===== src/rtl/inert_pkg.sv =====
// Shared types and constants for the inertial sensor SPI front end.
// Holds FSM encodings, sensor register addresses and config frames.
package inert_pkg;

  typedef enum logic [3:0] {
    PWRUP,
    CFG0,
    CFG1,
    CFG2,
    CFG3,
    WAIT,
    RD_PL,
    RD_PH,
    RD_AZL,
    RD_AZH,
    LOAD
  } inert_state_t;

  typedef enum logic [2:0] {
    SPI_IDLE,
    SPI_FRONT,
    SPI_SHIFT,
    SPI_BACK,
    SPI_DONE
  } spi_state_t;

  localparam logic [6:0] PITCHL = 7'h22;
  localparam logic [6:0] PITCHH = 7'h23;
  localparam logic [6:0] AZL    = 7'h2C;
  localparam logic [6:0] AZH    = 7'h2D;

  // INT on data ready, accel ODR, gyro ODR, rounding
  localparam logic [15:0] CFG0_FRM = 16'h0D02;
  localparam logic [15:0] CFG1_FRM = 16'h1053;
  localparam logic [15:0] CFG2_FRM = 16'h1150;
  localparam logic [15:0] CFG3_FRM = 16'h1460;

  // Read command: R/W bit set, register address, dummy data byte
  function automatic logic [15:0] rd_frame(input logic [6:0] addr);
    return {1'b1, addr, 8'h00};
  endfunction

endpackage


===== src/rtl/inert_intf_spi.sv =====
// 16-bit SPI master, mode 3, MSB first.
// Owns the SCLK divider and the transmit/receive shift registers.
module spi_mstr16
  import inert_pkg::*;
#(
  parameter int SCLK_DIV = 32
) (
  input  logic        clk,
  input  logic        rst,
  input  logic        wrt,
  input  logic [15:0] cmd,
  input  logic        MISO,
  output logic        SS_n,
  output logic        SCLK,
  output logic        MOSI,
  output logic        done,
  output logic [15:0] rd_data
);

  localparam int HALF = SCLK_DIV / 2;
  localparam int CW   = $clog2(SCLK_DIV);

  spi_state_t    st_q;
  logic [CW-1:0] cnt_q;
  logic [4:0]    bit_q;
  logic [15:0]   tx_q;
  logic [15:0]   rx_q;
  logic          ss_q;
  logic          sclk_q;
  logic          mosi_q;
  logic          done_q;

  logic          cnt_wrap;
  logic [CW-1:0] cnt_d;

  assign cnt_wrap = (cnt_q == CW'(SCLK_DIV - 1));
  assign cnt_d    = cnt_wrap ? '0 : cnt_q + 1'b1;

  // Frame sequencer: SS_n setup, 16 SCLK periods, SS_n hold, done pulse
  always_ff @(posedge clk or posedge rst) begin
    if (rst) begin
      st_q   <= SPI_IDLE;
      cnt_q  <= '0;
      bit_q  <= '0;
      tx_q   <= '0;
      rx_q   <= '0;
      ss_q   <= 1'b1;
      sclk_q <= 1'b1;
      mosi_q <= 1'b0;
      done_q <= 1'b0;
    end else begin
      done_q <= 1'b0;
      unique case (st_q)
        SPI_IDLE: begin
          if (wrt) begin
            ss_q  <= 1'b0;
            tx_q  <= cmd;
            cnt_q <= '0;
            bit_q <= '0;
            st_q  <= SPI_FRONT;
          end
        end
        SPI_FRONT: begin
          if (cnt_q == CW'(HALF - 1)) begin
            cnt_q <= '0;
            st_q  <= SPI_SHIFT;
          end else begin
            cnt_q <= cnt_q + 1'b1;
          end
        end
        SPI_SHIFT: begin
          cnt_q <= cnt_d;
          // falling edge launches the next MOSI bit
          if (cnt_q == '0) begin
            sclk_q <= 1'b0;
            mosi_q <= tx_q[15];
            tx_q   <= {tx_q[14:0], 1'b0};
          end
          // rising edge captures MISO
          if (cnt_q == CW'(HALF)) begin
            sclk_q <= 1'b1;
            rx_q   <= {rx_q[14:0], MISO};
            bit_q  <= bit_q + 5'd1;
            if (bit_q == 5'd15) begin
              cnt_q <= '0;
              st_q  <= SPI_BACK;
            end
          end
        end
        SPI_BACK: begin
          if (cnt_q == CW'(HALF - 1)) begin
            ss_q <= 1'b1;
            st_q <= SPI_DONE;
          end else begin
            cnt_q <= cnt_q + 1'b1;
          end
        end
        SPI_DONE: begin
          done_q <= 1'b1;
          st_q   <= SPI_IDLE;
        end
        default: st_q <= SPI_IDLE;
      endcase
    end
  end

  assign SS_n    = ss_q;
  assign SCLK    = sclk_q;
  assign MOSI    = mosi_q;
  assign done    = done_q;
  assign rd_data = rx_q;

endmodule


===== src/rtl/inert_intf.sv =====
// Inertial sensor front end: configures the sensor after power-up,
// then reads pitch rate and Z acceleration on each data-ready edge.
module inert_intf
  import inert_pkg::*;
#(
  parameter int SCLK_DIV  = 32,
  parameter int PWRUP_CYC = 65536
) (
  input  logic        clk,
  input  logic        rst,
  input  logic        INT,
  input  logic        MISO,
  output logic        SS_n,
  output logic        SCLK,
  output logic        MOSI,
  output logic        vld,
  output logic [15:0] ptch_rt,
  output logic [15:0] AZ
);

  localparam int TW = (PWRUP_CYC > 2) ? $clog2(PWRUP_CYC) : 1;

  inert_state_t  state_q;
  logic [TW-1:0] timer_q;
  logic [TW-1:0] timer_d;
  logic [2:0]    int_ff_q;
  logic          trig;
  logic          wrt_q;
  logic          issued_q;
  logic [7:0]    pl_q;
  logic [7:0]    ph_q;
  logic [7:0]    azl_q;
  logic [15:0]   ptch_q;
  logic [15:0]   az_q;
  logic          vld_q;

  logic [15:0]   spi_cmd;
  inert_state_t  spi_nxt;
  logic          done;
  logic [15:0]   rd_data;
  logic          unused_hi;

  assign unused_hi = ^rd_data[15:8];
  assign timer_d   = timer_q + 1'b1;
  assign trig      = int_ff_q[1] & ~int_ff_q[2];

  // Two-flop synchroniser plus one delay stage for edge detect
  always_ff @(posedge clk or posedge rst) begin
    if (rst) int_ff_q <= '0;
    else     int_ff_q <= {int_ff_q[1:0], INT};
  end

  // Power-up delay counter, frozen once configuration starts
  always_ff @(posedge clk or posedge rst) begin
    if (rst)                  timer_q <= '0;
    else if (state_q == PWRUP) timer_q <= timer_d;
  end

  // Command and successor for each SPI-issuing state
  always_comb begin
    spi_cmd = '0;
    spi_nxt = WAIT;
    unique case (state_q)
      CFG0: begin
        spi_cmd = CFG0_FRM;
        spi_nxt = CFG1;
      end
      CFG1: begin
        spi_cmd = CFG1_FRM;
        spi_nxt = CFG2;
      end
      CFG2: begin
        spi_cmd = CFG2_FRM;
        spi_nxt = CFG3;
      end
      CFG3: begin
        spi_cmd = CFG3_FRM;
        spi_nxt = WAIT;
      end
      RD_PL: begin
        spi_cmd = rd_frame(PITCHL);
        spi_nxt = RD_PH;
      end
      RD_PH: begin
        spi_cmd = rd_frame(PITCHH);
        spi_nxt = RD_AZL;
      end
      RD_AZL: begin
        spi_cmd = rd_frame(AZL);
        spi_nxt = RD_AZH;
      end
      RD_AZH: begin
        spi_cmd = rd_frame(AZH);
        spi_nxt = LOAD;
      end
      default: ;
    endcase
  end

  // Main sequencer; outputs load on the edge entering LOAD
  always_ff @(posedge clk or posedge rst) begin
    if (rst) begin
      state_q  <= PWRUP;
      wrt_q    <= 1'b0;
      issued_q <= 1'b0;
      pl_q     <= '0;
      ph_q     <= '0;
      azl_q    <= '0;
      ptch_q   <= '0;
      az_q     <= '0;
      vld_q    <= 1'b0;
    end else begin
      wrt_q <= 1'b0;
      vld_q <= 1'b0;
      unique case (state_q)
        PWRUP: begin
          if (timer_q == TW'(PWRUP_CYC - 1)) state_q <= CFG0;
        end
        WAIT: begin
          if (trig) state_q <= RD_PL;
        end
        LOAD: begin
          state_q <= WAIT;
        end
        default: begin
          if (!issued_q) begin
            wrt_q    <= 1'b1;
            issued_q <= 1'b1;
          end else if (done) begin
            issued_q <= 1'b0;
            state_q  <= spi_nxt;
            if (state_q == RD_PL)  pl_q  <= rd_data[7:0];
            if (state_q == RD_PH)  ph_q  <= rd_data[7:0];
            if (state_q == RD_AZL) azl_q <= rd_data[7:0];
            if (state_q == RD_AZH) begin
              ptch_q <= {ph_q, pl_q};
              az_q   <= {rd_data[7:0], azl_q};
              vld_q  <= 1'b1;
            end
          end
        end
      endcase
    end
  end

  spi_mstr16 #(
    .SCLK_DIV(SCLK_DIV)
  ) u_spi (
    .clk    (clk),
    .rst    (rst),
    .wrt    (wrt_q),
    .cmd    (spi_cmd),
    .MISO   (MISO),
    .SS_n   (SS_n),
    .SCLK   (SCLK),
    .MOSI   (MOSI),
    .done   (done),
    .rd_data(rd_data)
  );

  assign vld     = vld_q;
  assign ptch_rt = ptch_q;
  assign AZ      = az_q;

endmodule

===== config.mk =====
export PLATFORM = sky130hd
export DESIGN_NAME = inert_intf
export DESIGN_NICKNAME = d
export VERILOG_FILES = /design/src/rtl/inert_pkg.sv /design/src/rtl/inert_intf_spi.sv /design/src/rtl/inert_intf.sv
export SDC_FILE = /design/constraint.sdc
export NUM_CORES = 1
export LEC_CHECK = 0
export CORE_MARGIN = 2
export CORE_UTILIZATION = 58
export DETAILED_ROUTE_END_ITERATION = 10
export GPL_TIMING_DRIVEN = 0
export PLACE_DENSITY = 0.79
export SYNTH_ARGS = -nofsm -noshare
export SYNTH_HDL_FRONTEND = slang
export SYNTH_SLANG_ARGS = --single-unit

===== constraint.sdc =====
create_clock -name clk -period 5.7 [get_ports clk]
set_input_delay 1.425 -clock clk [delete_from_list [all_inputs] [get_ports clk]]
set_output_delay 1.425 -clock clk [all_outputs]
set_load 0.02 [all_outputs]

==> impl_table.tex <==
\begin{tabular}{lr}
\hline
Metric & Value \\
\hline
\multicolumn{2}{l}{\textbf{Run status}} \\
Outcome & finished clean \\
\multicolumn{2}{l}{\textbf{Yosys}} \\
Simple-gate share of the synthesized area & 11.3\% \\
Sequential cell area fraction in the yosys report & 56.5\% \\
Net count after synthesis & between 400 and 500 \\
Synthesized-area fraction occupied by ao, oa, aoi and oai cells & 6.63\% \\
Async S/R FF share, synth & 100\% \\
Post-synth EDFFs & 0 \\
Post-synth top flop & sky130\_fd\_sc\_hd\_\_dfrtp\_1 \\
Post-synthesis sequential element count & about 120 \\
Post-synthesis instance area & roughly 5500 µm² \\
Synth Instances & 438 \\
Post-synth cell types & 54 \\
Synth Area in XOR/XNOR & 3.05\% \\
Adder-cell share of the synthesized area & 1.38\% \\
Syn Area/Cell & around 12 µm² \\
YS warnings & 0 \\
Main combinational cell family by area after synthesis & multiplexers \\
Fraction of synthesized area in multiplexers & 17.1\% \\
\multicolumn{2}{l}{\textbf{Critical path}} \\
Critical path required time & about 4.3 ns \\
Capturing point of the worst reg2reg path & u\_spi.tx\_q[1] \\
Worst EP arrival & 1.66 ns \\
Worst reg2reg path depth & 7 \\
Peak per-stage delay on the critical path & 0.60 ns \\
Slowest cell on the critical path & sky130\_fd\_sc\_hd\_\_clkdlybuf4s50\_1 \\
Startpoint of the worst-slack reg-to-reg timing path & u\_spi.cnt\_q[1] \\
Critical path startpoint category & flop \\
Critical path cell sequence & clkdlybuf4s50\_1 \\
Total buffers and inverters traversed by the critical path & 1 \\
Reg-to-reg slack, setup & 3.37 ns \\
Category of the critical setup timing path & flop to output port \\
Cell family with the largest share of critical-path delay & buffers and inverters \\
Critical path endpoint category & output port \\
Largest fanout on the critical path & 2 \\
\multicolumn{2}{l}{\textbf{Pwr}} \\
Static leakage & between 3 and 4 nW \\
Max rail drop VDD & $\sim$0.00032 V \\
Pwr/cell area & approximately 300 nW/µm² \\
\multicolumn{2}{l}{\textbf{CTS}} \\
Longest Clk Path Bufs & 2 \\
Post-cts resize count & 0 \\
Number of sinks on the clock net & 123 \\
CTS clock-pin slew for the worst setup and hold paths & about 0.060 ns \\
Post-CTS Hold Buffers & 0 \\
TritonCTS Buffers & 17 \\
Setup Buffers After CTS & 0 \\
Clk Latency, worst-skew pair & 0.52 ns \\
TritonCTS clock tree & done \\
\# H-tree levels & 4 \\
Root Buffer Master & sky130\_fd\_sc\_hd\_\_clkbuf\_8 \\
\multicolumn{2}{l}{\textbf{Finish}} \\
Fill count & 590 \\
Antenna diode instance count & 0 \\
Net count reported at finish & 507 \\
Summed area of non-filler cells in the final layout & 6630 µm² \\
Share of the core filled with cells in the final layout & 72.1\% \\
Most frequent standard cell in the layout excluding fill and tap cells & sky130\_fd\_sc\_hd\_\_dfrtp\_1 \\
Area growth, synth to finish & 21.6\% \\
Fraction of layout cells with a size suffix above 1 & 26.7\% \\
Commonest non-fill, non-tap cells in the layout & 121 x sky130\_fd\_sc\_hd\_\_dfrtp\_1, 75 x sky130\_fd\_sc\_hd\_\_mux2\_2, 39 x sky130\_fd\_sc\_hd\_\_clkdlybuf4s50\_1, 31 x sky130\_fd\_sc\_hd\_\_nand2\_1, 21 x sky130\_fd\_sc\_hd\_\_inv\_1 \\
\multicolumn{2}{l}{\textbf{Drt}} \\
DR vias & 3,670 \\
Met1 wire length & 5.04 mm \\
Detailed-router iteration count before antenna repair & 5 \\
Detail Route met2 WL & 5.39 mm \\
Number of routed nets with antenna violations & 0 \\
Routed length on met3 & 459 µm \\
Final routed DRC violation total & 0 \\
Initial drt markers & $\sim$220 \\
Routed via count divided by cell count & 5.91 \\
Post-detailed-route wirelength per cell & 17.7 µm \\
Total length of routed wires & 11.0 mm \\
Highest signal layer in the routed design & met4 \\
\multicolumn{2}{l}{\textbf{Placement}} \\
Dpl hpwl & 6.95 mm \\
Number of I/O port buffers & 39 \\
Instance area at placement & 6010 µm² \\
RD Place Congestion & roughly 0.85 \\
\multicolumn{2}{l}{\textbf{Timing}} \\
Unrepaired setup endpoints after global routing & no \\
Final setup vio count & 0 \\
Clock period minus worst slack & 3.08 ns \\
Fin. max-slew vios & 0 \\
Hold violation total from the final report & 0 \\
Achievable clock frequency & 325 MHz \\
Slew at the pin closest to its max-slew limit & 0.608 ns \\
Worst rel slew slack & between 50\% and 60\% \\
Post-route clock skew & 0.0113 ns \\
Final critical-path share of the clock period & 54.0\% \\
\multicolumn{2}{l}{\textbf{Global route}} \\
Largest net degree at the start of global routing & 99 \\
Wire length of the first global-routing pass & 18.3 mm \\
Overflow left after global routing & 0 \\
Number of global-route vias before repair & $\sim$3,700 \\
Antenna violations before repair & 0 \\
GRT Resource Usage Total & 23.4\% \\
\multicolumn{2}{l}{\textbf{Hold path}} \\
Hold Path Depth & 0 \\
Hold Crit Endpoint & int\_ff\_q[1] \\
Path category of the worst min-delay check & flop to flop \\
Worst Hold Launch & int\_ff\_q[0] \\
\multicolumn{2}{l}{\textbf{Die}} \\
Die outline height & 101 µm \\
Starting utilization of the core area & 59.3\% \\
Core Box Area & 9200 µm² \\
Top-Level Pins & 40 \\
Horizontal die dimension & between 100 and 150 µm \\
Area enclosed by the die boundary & 10,200 µm² \\
Placement Rows & 35 \\
\multicolumn{2}{l}{\textbf{Job}} \\
Number of violations of the max-capacitance limit & 0 \\
\hline
\end{tabular}
## kinds of logic (layout without fill, tap and decap cells)
family,after synthesis,in the layout
XOR/XNOR,19,19
AND/OR/NAND/NOR,106,106
flip-flops,123,123
multiplexers,84,84
adder cells (fa/ha/maj),6,6
AO/OA/AOI/OAI,53,53
buffers and inverters,47,119
## worst max path at each step
stage | cells after the start | slack, ns | start | endpoint
3_3_place_gp | 2 | -0.57 | rst | u_spi.cnt_q[1]
3_5_place_dp | 3 | 3.16 | rst | u_spi.SCLK
6_report | 1 | 2.62 | u_spi.SS_n | SS_n
2_1_floorplan | 1 | 1.01 | rst | AZ[0]
4_1_cts | 1 | 2.61 | u_spi.SS_n | SS_n
5_1_grt | 1 | 2.58 | u_spi.SS_n | SS_n
## layout make-up
| class | instances | area [µm²] | share of cell area (%) |
|---|---|---|---|
| Multi-Input combinational cell | 268 | 2150 | 32.5 |
| Clock buffer | 20 | 455 | 6.87 |
| Inverter | 22 | 87.6 | 1.32 |
| Sequential cell | 123 | 3080 | 46.5 |
| Buffer | 25 | 136 | 2.06 |
| Tap cell | 111 | 139 | 2.09 |
| Clock inverter | 12 | 161 | 2.43 |
| Timing Repair Buffer | 40 | 418 | 6.30 |
## layer usage
metal  vias to the layer above  global-route usage (%)
li1                       1690                       -
met1                      1870                    30.9
met2                        98                    37.4
met3                        12                    6.73
met4                         0                    7.80
met5                         -                       0
## synth_stat cells (5+ instances only)
library cell / n / share of area, %
sky130_fd_sc_hd__dfrtp_1: 121 / 56
sky130_fd_sc_hd__mux2_2: 75 / 15
sky130_fd_sc_hd__nand2_1: 31 / 2.1
sky130_fd_sc_hd__inv_1: 22 / 1.5
sky130_fd_sc_hd__xnor2_1: 14 / 2.2
sky130_fd_sc_hd__buf_2: 13 / 1.2
sky130_fd_sc_hd__nand4_1: 13 / 1.5
sky130_fd_sc_hd__o21ai_0: 13 / 1.2
sky130_fd_sc_hd__mux2i_1: 9 / 1.7
sky130_fd_sc_hd__nor2_1: 9 / 0.62
sky130_fd_sc_hd__nor3_1: 9 / 0.83
sky130_fd_sc_hd__clkbuf_1: 8 / 0.55
sky130_fd_sc_hd__nand3_1: 8 / 0.73
sky130_fd_sc_hd__a21oi_1: 7 / 0.64
sky130_fd_sc_hd__ha_1: 6 / 1.4
sky130_fd_sc_hd__a211oi_1: 5 / 0.69
sky130_fd_sc_hd__xor2_1: 5 / 0.80
## state kept, by name, indices dropped and copies added, names as in the netlist, 3 cells and up
signal,cells
u_spi.rd_data,8
int_ff_q,3
AZ,16
ptch_rt,16
pl_q,8
u_spi.cnt_q,5
ph_q,8
state_q,4
timer_q,16
azl_q,8
u_spi.bit_q,5
u_spi.tx_q,16
u_spi.st_q,3
## worst reg2reg max path, stage by stage (launching register included)
cell and delay (ns):
sky130_fd_sc_hd__dfrtp_1 0.42, sky130_fd_sc_hd__inv_1 0.08, sky130_fd_sc_hd__ha_1 0.17, sky130_fd_sc_hd__nor3b_1 0.33, sky130_fd_sc_hd__a31oi_1 0.15, sky130_fd_sc_hd__nor3_2 0.46, sky130_fd_sc_hd__buf_6 0.25, sky130_fd_sc_hd__mux2_2 0.34
## report_power, final
part           total [W]  switching [W]  leakage (nW)  internal (W)
Sequential      0.000876     0.00000106          1.69      0.000875
Combinational  0.0000214      0.0000170          1.10    0.00000441
Clock            0.00111       0.000403         0.294      0.000705
## per-stage QoR
step                setup TNS (ns)  hold slack (ns)  setup slack, ns  power (W)  std cells
detailed placement               0            0.354             3.16   0.000914        589
finish                           0            0.365             2.62    0.00201        621
floorplan                        0            0.331             1.01   0.000905        438
global placement            -68.07            0.335           -0.569   0.000911        588
global route                     0            0.372             2.58    0.00206        621
CTS                              0            0.368             2.61    0.00202        621
(Power assumes the default switching activity.)
